<file path="config.mk">
export PLATFORM = sky130hd
export DESIGN_NAME = pwm_capture
export DESIGN_NICKNAME = d
export VERILOG_FILES = /design/src/rtl/pwm_pkg.sv /design/src/rtl/pwm_duty_div.sv /design/src/rtl/pwm_capture.sv
export SDC_FILE = /design/constraint.sdc
export NUM_CORES = 1
export LEC_CHECK = 0
export ABC_AREA = 1
export ABC_CLOCK_PERIOD_IN_PS = 1700
export CORE_UTILIZATION = 50
export DETAILED_ROUTE_END_ITERATION = 8
export GPL_TIMING_DRIVEN = 0
export HOLD_SLACK_MARGIN = 0.12
export PLACE_DENSITY_LB_ADDON = 0.2
export SYNTH_ARGS = -nofsm -noshare
export SYNTH_HDL_FRONTEND = slang
export SYNTH_SLANG_ARGS = --single-unit
export TNS_END_PERCENT = 5
</file>
<file path="constraint.sdc">
create_clock -name clock -period 1.7 [get_ports clock]
set_input_delay 0.34 -clock clock [delete_from_list [all_inputs] [get_ports clock]]
set_output_delay 0.34 -clock clock [all_outputs]
set_load 0.005 [all_outputs]
</file>
<file path="src/rtl/pwm_pkg.sv">
// Shared definitions for the PWM capture block: FSM encoding and duty resolution.
package pwm_pkg;

  localparam logic [1:0] IDLE      = 2'd0;
  localparam logic [1:0] WAIT_RISE = 2'd1;
  localparam logic [1:0] MEAS_HIGH = 2'd2;
  localparam logic [1:0] MEAS_LOW  = 2'd3;

  typedef enum logic [1:0] {
    StIdle     = IDLE,
    StWaitRise = WAIT_RISE,
    StMeasHigh = MEAS_HIGH,
    StMeasLow  = MEAS_LOW
  } state_e;

  localparam int unsigned PWM_RES  = 8;
  localparam int unsigned DUTY_MAX = 255;

endpackage

</file>
<file path="src/rtl/pwm_duty_div.sv">
// Sequential restoring divider: quot = floor(high * DUTY_MAX / period), one quotient bit per cycle.
module pwm_duty_div
  import pwm_pkg::*;
#(
  parameter int unsigned Width = 16
) (
  input  logic               clk_i,
  input  logic               rst_ni,
  input  logic               start_i,
  input  logic [Width-1:0]   high_i,
  input  logic [Width-1:0]   period_i,
  output logic               busy_o,
  output logic               done_o,
  output logic [PWM_RES-1:0] quot_o
);

  localparam int unsigned NumW  = Width + PWM_RES;
  localparam int unsigned IterW = $clog2(PWM_RES);

  logic               busy_q, busy_d;
  logic               done_q, done_d;
  logic [IterW-1:0]   iter_q, iter_d;
  logic [Width-1:0]   rem_q, rem_d;
  logic [Width-1:0]   den_q, den_d;
  logic [PWM_RES-1:0] low_q, low_d;
  logic [PWM_RES-1:0] quot_q, quot_d;
  logic [PWM_RES-1:0] result_q, result_d;
  logic [NumW-1:0]    num;
  logic [Width:0]     trial;
  logic               take;

  always_comb begin
    num      = NumW'(high_i) * NumW'(DUTY_MAX);
    trial    = {rem_q, low_q[PWM_RES-1]};
    take     = trial >= {1'b0, den_q};
    busy_d   = busy_q;
    done_d   = 1'b0;
    iter_d   = iter_q;
    rem_d    = rem_q;
    den_d    = den_q;
    low_d    = low_q;
    quot_d   = quot_q;
    result_d = result_q;
    if (busy_q) begin
      rem_d  = take ? Width'(trial - {1'b0, den_q}) : trial[Width-1:0];
      low_d  = low_q << 1;
      quot_d = {quot_q[PWM_RES-2:0], take};
      iter_d = iter_q + IterW'(1);
      if (iter_q == IterW'(PWM_RES - 1)) begin
        busy_d   = 1'b0;
        done_d   = 1'b1;
        result_d = quot_d;
      end
    end else if (start_i) begin
      // high <= period keeps the upper numerator bits below the divisor, so 8 bits suffice.
      rem_d  = num[NumW-1:PWM_RES];
      low_d  = num[PWM_RES-1:0];
      den_d  = period_i;
      quot_d = '0;
      iter_d = '0;
      busy_d = 1'b1;
    end
  end

  always_ff @(posedge clk_i or negedge rst_ni) begin
    if (!rst_ni) begin
      busy_q   <= 1'b0;
      done_q   <= 1'b0;
      iter_q   <= '0;
      rem_q    <= '0;
      den_q    <= '0;
      low_q    <= '0;
      quot_q   <= '0;
      result_q <= '0;
    end else begin
      busy_q   <= busy_d;
      done_q   <= done_d;
      iter_q   <= iter_d;
      rem_q    <= rem_d;
      den_q    <= den_d;
      low_q    <= low_d;
      quot_q   <= quot_d;
      result_q <= result_d;
    end
  end

  assign busy_o = busy_q;
  assign done_o = done_q;
  assign quot_o = result_q;

endmodule

</file>
<file path="src/rtl/pwm_capture.sv">
// Measures high time and period of an asynchronous PWM input, with stuck-input timeout.
// Optional duty output and divider enabled by defining PWM_CAPTURE_DUTY_EN.
module pwm_capture
  import pwm_pkg::*;
#(
  parameter int unsigned CNT_WIDTH   = 16,
  parameter int unsigned SYNC_STAGES = 2,
  parameter int unsigned TIMEOUT     = 16'hFFFF
) (
  input  logic                 clock,
  input  logic                 reset_n,
  input  logic                 enable,
  input  logic                 pwm_input,
  output logic [CNT_WIDTH-1:0] high_count,
  output logic [CNT_WIDTH-1:0] period_count,
  output logic                 meas_valid,
  output logic                 stuck_high,
  output logic                 stuck_low
`ifdef PWM_CAPTURE_DUTY_EN
  ,
  output logic [PWM_RES-1:0]   duty,
  output logic                 duty_valid
`endif
);

  localparam logic [CNT_WIDTH-1:0] TimeoutCnt = CNT_WIDTH'(TIMEOUT);
  localparam logic [CNT_WIDTH-1:0] One        = CNT_WIDTH'(1);

  logic [SYNC_STAGES-1:0] sync_q;
  logic                   sync_d_q;
  logic                   sync_in, rise, fall;

  state_e                 state_q, state_d;
  logic [CNT_WIDTH-1:0]   cnt_q, cnt_d, cnt_inc;
  logic [CNT_WIDTH-1:0]   high_cap_q, high_cap_d;
  logic [CNT_WIDTH-1:0]   high_count_q, high_count_d;
  logic [CNT_WIDTH-1:0]   period_count_q, period_count_d;
  logic                   meas_valid_q, meas_valid_d;
  logic                   stuck_high_q, stuck_high_d;
  logic                   stuck_low_q, stuck_low_d;

  assign sync_in = sync_q[SYNC_STAGES-1];
  assign rise    = sync_in & ~sync_d_q;
  assign fall    = ~sync_in & sync_d_q;
  // Saturate so an edge landing exactly on TIMEOUT cannot push the counter past it.
  assign cnt_inc = (cnt_q == TimeoutCnt) ? cnt_q : cnt_q + One;

  always_comb begin
    state_d        = state_q;
    cnt_d          = cnt_q;
    high_cap_d     = high_cap_q;
    high_count_d   = high_count_q;
    period_count_d = period_count_q;
    meas_valid_d   = 1'b0;
    stuck_high_d   = stuck_high_q;
    stuck_low_d    = stuck_low_q;
    if (!enable) begin
      state_d = StIdle;
      cnt_d   = '0;
    end else begin
      unique case (state_q)
        StIdle: begin
          cnt_d   = '0;
          state_d = StWaitRise;
        end
        StWaitRise: begin
          if (rise) begin
            cnt_d   = One;
            state_d = StMeasHigh;
          end
        end
        StMeasHigh: begin
          cnt_d = cnt_inc;
          if (fall) begin
            high_cap_d = cnt_q;
            state_d    = StMeasLow;
          end else if (cnt_q == TimeoutCnt) begin
            high_count_d   = TimeoutCnt;
            period_count_d = TimeoutCnt;
            stuck_high_d   = 1'b1;
            meas_valid_d   = 1'b1;
            cnt_d          = '0;
            state_d        = StWaitRise;
          end
        end
        StMeasLow: begin
          cnt_d = cnt_inc;
          if (rise) begin
            high_count_d   = high_cap_q;
            period_count_d = cnt_q;
            meas_valid_d   = 1'b1;
            stuck_high_d   = 1'b0;
            stuck_low_d    = 1'b0;
            cnt_d          = One;
            state_d        = StMeasHigh;
          end else if (cnt_q == TimeoutCnt) begin
            high_count_d   = '0;
            period_count_d = TimeoutCnt;
            stuck_low_d    = 1'b1;
            meas_valid_d   = 1'b1;
            cnt_d          = '0;
            state_d        = StWaitRise;
          end
        end
        default: state_d = StIdle;
      endcase
    end
  end

  always_ff @(posedge clock or negedge reset_n) begin
    if (!reset_n) begin
      sync_q         <= '0;
      sync_d_q       <= 1'b0;
      state_q        <= StIdle;
      cnt_q          <= '0;
      high_cap_q     <= '0;
      high_count_q   <= '0;
      period_count_q <= '0;
      meas_valid_q   <= 1'b0;
      stuck_high_q   <= 1'b0;
      stuck_low_q    <= 1'b0;
    end else begin
      sync_q         <= {sync_q[SYNC_STAGES-2:0], pwm_input};
      sync_d_q       <= sync_in;
      state_q        <= state_d;
      cnt_q          <= cnt_d;
      high_cap_q     <= high_cap_d;
      high_count_q   <= high_count_d;
      period_count_q <= period_count_d;
      meas_valid_q   <= meas_valid_d;
      stuck_high_q   <= stuck_high_d;
      stuck_low_q    <= stuck_low_d;
    end
  end

  assign high_count   = high_count_q;
  assign period_count = period_count_q;
  assign meas_valid   = meas_valid_q;
  assign stuck_high   = stuck_high_q;
  assign stuck_low    = stuck_low_q;

`ifdef PWM_CAPTURE_DUTY_EN
  logic div_busy;
  logic div_start;

  // Strobes arriving mid-division are dropped; duty keeps the last completed result.
  assign div_start = meas_valid_q && (period_count_q != '0) && !div_busy;

  pwm_duty_div #(
    .Width(CNT_WIDTH)
  ) u_duty_div (
    .clk_i   (clock),
    .rst_ni  (reset_n),
    .start_i (div_start),
    .high_i  (high_count_q),
    .period_i(period_count_q),
    .busy_o  (div_busy),
    .done_o  (duty_valid),
    .quot_o  (duty)
  );
`endif

endmodule

</file>
Word level (Yosys, flattened, before mapping)
Index checks and enable logic that the tools add are counted.
Storage, ports and cells
  register bits after elaboration: 72
  bits in latches: 0
  memory bits (writable): 0
  ROM bits: 0
  input bits: 4
  output and inout port bits: 35
  word-level logic and storage cells: 64
  memories: 0
Operators by class
  add/sub/neg operators: 1
  multiply operators: 0
  divide/modulo/power cells: 0
  magnitude comparators: 0
  eq/ne operators: 9
  shift operators: 0
  mux-type cells: 32
  bitwise operators: 4
  reduce and logical (&&, ||, !) cells: 8
Operators with widths (count)
  $mux 16: 13
  $pmux 16 s2: 2
  $pmux 16 s4: 1
  $add 16x1->16 const B: 1
  $eq 16x16->1 const B: 1
  $mux 2: 5
  $reduce_and 5->1: 2
  $reduce_and 3->1: 3
  $mux 1: 8
  $pmux 2 s4: 1
  $ne 2x2->1 const B: 3
  $ne 3x3->1 const B: 2
  $eq 2x2->1 const B: 2
  $pmux 1 s2: 2
  $reduce_bool 2->1: 2
  $and 1x1->1: 2
  $eq 2x1->1 const B: 1
  $logic_not 2->1: 1
  $not 1->1: 2

Longest topological paths before layout
  word-level depth: 6
  depth in mapped cells: 10
  mapped depth without buffers: 10

Worst setup path before layout
Ideal clock, no wire load.
  path type: flip-flop to flip-flop
  start point: register cnt_q[0]
  end point: register cnt_q[0]
  arrival: 1.564 ns
  slack: 0.002 ns
  cell stages (with the launch flop): 9
  path through: dfrtp_1 > ha_1 > nand2_1 > nor2_4 > nand4_1 > ha_1 > a31oi_1 > o21ai_0 > o21ai_0
On the way
  cells in the longest elaborated chain, start to end: 6
  elaborated cells on any way between the ends: 8
Ends and longest elaborated chain
  start, declared: line pwm_capture.sv:34  | logic [CNT_WIDTH-1:0] cnt_q, cnt_d, cnt_inc;
  start signal, assigned: line pwm_capture.sv:126  | cnt_q <= cnt_d;
  $add 16x1->16 or $eq 16x16->1 (tied branches): line pwm_capture.sv:46, pwm_capture.sv:77, pwm_capture.sv:96
  $mux 16: line pwm_capture.sv:46  | assign cnt_inc = (cnt_q == TimeoutCnt) ? cnt_q : cnt_q + One;
  $mux 16: line pwm_capture.sv:77, pwm_capture.sv:96
  $mux 16, on equally long branches: line pwm_capture.sv:88, pwm_capture.sv:74
  $pmux 16 s4 (*): line pwm_capture.sv:61  | unique case (state_q)
  $mux 16 (*): line pwm_capture.sv:57  | if (!enable) begin
Mark *: on every way between the ends. The rest lies on a longest branch, timed or not.
A chain may end at the register's enable or synchronous reset.

Worst setup path in the final report
Ends and elaborated chain as after synthesis.

==> results.py <==
metrics = {
    "status": {
        "outcome": "complete, but fails checks",
        "violations": "DRC, setup timing",
    },
    "route": {
        "drt-total-wl_um": 7557,
        "drt_iter0_drc": 162,
        "wl_per_cell_um": 13.74,
        "drt-pass1-iter-count": 8,
        "remaining_drc_errors": 8,
        "viasPerCell": 5.256,
        "ant_nets": 0,
        "vias": 2891,
    },
    "place": {
        "gp_congestion": 0.8644,
        "post-dp-hpwl_um": 5214,
        "io_buffers": 38,
    },
    "logic_synthesis": {
        "synth_fp_nets": 420,
        "synth_top_cell_by_area": "dfrtp_1",
        "synth_ff_type": "dfrtp_1",
        "synth-async-reset-ratio": 1.000,
        "yosysTopAreaCellShare": 0.5300,
        "yosysSeqAreaShare": 0.5300,
        "synth.most_common_cell": "nand2_1",
        "yosysWarningCount": 0,
        "syn_area_um2": 3400,
        "yosysUniqueCellTypes": 28,
        "ys_seq_elements": 72,
        "synth_top_cells_by_area": "dfrtp_1, nand2_1, o21ai_0",
        "netlist_instances": 414,
        "synth_area_per_cell_um2": 8.211,
        "synth_common_cells": "nand2_1, dfrtp_1, inv_1",
        "synth_edf_count": 0,
    },
    "timing": {
        "finalSetupViolCount": 1,
        "drv_slew": 0,
        "hold_viol": 0,
        "finalCriticalPeriod_ns": 1.761,
        "clock_skew_ns": 0.01195,
        "finalCritPeriodShare": 1.036,
        "slew_headroom": 0.4107,
        "rsz0062_at_grt": "yes",
        "fmax_mhz": 568.0,
        "worst_pin_slew_ns": 0.8840,
        "setup_ws_ns": -0.06069,
        "whs_ns": 0.09431,
    },
    "finish": {
        "nNetsFinal": 474,
        "diodes": 0,
        "multiInputGateArea_um2": 1395,
        "fill_cells": 551,
        "drive_above_1_share": 0.1438,
        "syn2layout_area_growth_pct": 25.36,
        "fin_util": 0.6598,
        "seq_area_um2": 1808,
    },
    "worst_hold_path": {
        "hp-class": "in2async",
    },
    "worst_setup_path": {
        "crit_chain": "ha_4, nand2_4, nor2_4, nand4_1, ha_4, a31oi_1, o21ai_1, o21ai_1",
        "r2r_setup_slack_ns": -0.06,
        "path_max_fanout": 5,
        "cp.arrival_ns": 2.00,
        "setup.worst_path.end_class": "flip-flop",
        "criticalPathCategory": "reg2reg",
        "path_delay_family": "simple AND/OR/NAND/NOR gates",
        "cp.required_ns": 1.94,
        "cp_slowest_stage_delay_ns": 0.42,
        "crit_buf_inv": 0,
        "slowest_stage": "dfrtp_2",
        "rr_worst_depth": 8,
        "cp-start-kind": "flip-flop",
        "path_depth": 8,
    },
    "cts": {
        "cts_made_buffers": 9,
        "h-tree-depth": 3,
        "worstSkewPairLatency_ns": 0.35,
        "clock-sinks": 72,
        "clkSlewWorstSetupHoldPaths_ns": 0.08,
        "cts-root-buf": "clkbuf_8",
        "max-clock-path-buffers": 2,
        "cts_tree": "yes",
    },
    "global_route": {
        "grt-ovfl-total": 0,
        "grt_use_met3": 0.04228,
        "grt_pass1_wl_um": 12650,
        "grt_start_max_net_pins": 73,
        "gr-usage-all-layers": 0.2252,
        "grt-busiest-layer": "met2",
        "antenna_found_initial": 0,
        "grt_use_met1": 0.2962,
        "grt_pass1_vias": 2724,
        "grt_util_met2": 0.3696,
    },
    "floorplan": {
        "core-area_um2": 6459,
        "core.rowCount": 29,
        "die_x_um": 84.46,
        "die_h_um": 84.46,
        "ios": 39,
        "die_area_um2": 7133,
        "initial_core_util": 0.5263,
    },
    "pwr": {
        "vdd_ir_drop_max_mv": 0.6741,
        "p_total_mw": 5.733,
        "power_leakage_nw": 1.989,
        "power.density_nw_per_um2": 1345,
    },
    "job": {
        "drv_cap": 0,
    },
}
==> layer usage <==
metal	routed length, µm	up-vias	part of all wire
li1	-	1438	-
met5	0	-	0
met1	3548	1371	0.47
met4	166	0	0.022
met2	3551	66	0.47
met3	291	16	0.039
==> cell type report <==
cell class | count | share of cell area
Inverter | 61 | 0.05373
Timing Repair Buffer | 43 | 0.09747
Sequential cell | 72 | 0.4243
Clock inverter | 4 | 0.01820
Buffer | 13 | 0.02231
Clock buffer | 12 | 0.03406
Tap cell | 77 | 0.02261
Multi-Input combinational cell | 268 | 0.3274
==> through the flow <==
| step | setup WS (ns) | instance area [µm²] | setup TNS [ns] | cells |
|---|---|---|---|---|
| 6_report | -0.06069 | 4262 | -0.06069 | 550 |
| 2_1_floorplan | 0.002426 | 3400 | 0 | 414 |
| 5_1_grt | -0.1619 | 4262 | -3.050 | 550 |
| 4_1_cts | -0.07819 | 4167 | -0.6403 | 548 |
| 3_3_place_gp | -2.078 | 3876 | -160.23 | 529 |
| 3_5_place_dp | -0.3919 | 3874 | -12.69 | 529 |
==> cell families after synthesis <==
kind of cell	synth area share
flip-flops	0.5300
adder cells (fa/ha/maj)	0.007360
XOR/XNOR	0.002577
buffers and inverters	0.08943
AO/OA/AOI/OAI	0.1159
AND/OR/NAND/NOR	0.2547
==> report_power, final <==
part / leakage (nW) / internal [mW] / switching, mW / total [mW]
clock network: 0.111 / 0.873 / 0.641 / 1.51
logic: 0.964 / 1.00 / 0.691 / 1.69
registers: 0.915 / 2.25 / 0.277 / 2.53
==> sequential cells by signal, indices dropped and copies added, names as in the netlist, 2 cells and up <==
| name | count |
|---|---|
| state_q | 2 |
| high_count | 16 |
| period_count | 16 |
| cnt_q | 16 |
| high_cap_q | 16 |
| sync_q | 2 |
==> worst paths after layout <==
| check | from | endpoint |
|---|---|---|
| min in group clock | sync_q[0] | sync_q[1] |
| hold reg to reg | sync_q[0] | sync_q[1] |
| setup / recovery | cnt_q[0] | cnt_q[0] |
| setup reg to reg | cnt_q[0] | cnt_q[0] |
| hold / removal | reset_n | high_count[1] |
| max in group asynchronous | reset_n | cnt_q[12] |
==> cell usage in the layout, fill, tap and decap left out, types with 3 or more instances in the layout <==
master,n
buf_2,5
buf_4,7
buf_8,3
clkbuf_1,4
clkbuf_8,10
clkdlybuf4s50_1,37
dfrtp_1,67
dfrtp_2,5
inv_1,53
inv_2,8
nand2_1,107
nand2_2,4
nand2_4,3
nand3_1,28
nand4_1,6
nor2_1,28
nor2_2,3
nor2_4,5
o21ai_0,42
o21ai_1,3
o21bai_1,4
o22ai_1,16
==> repair_timing <==
item	in CTS	in global routing
setup endpoints to repair	49	64
buffers inserted	3	2
pin swaps	2	6
hold buffers	0	0
gates resized for setup	15	25
No activity file was read; power rests on OpenSTA's default activity.
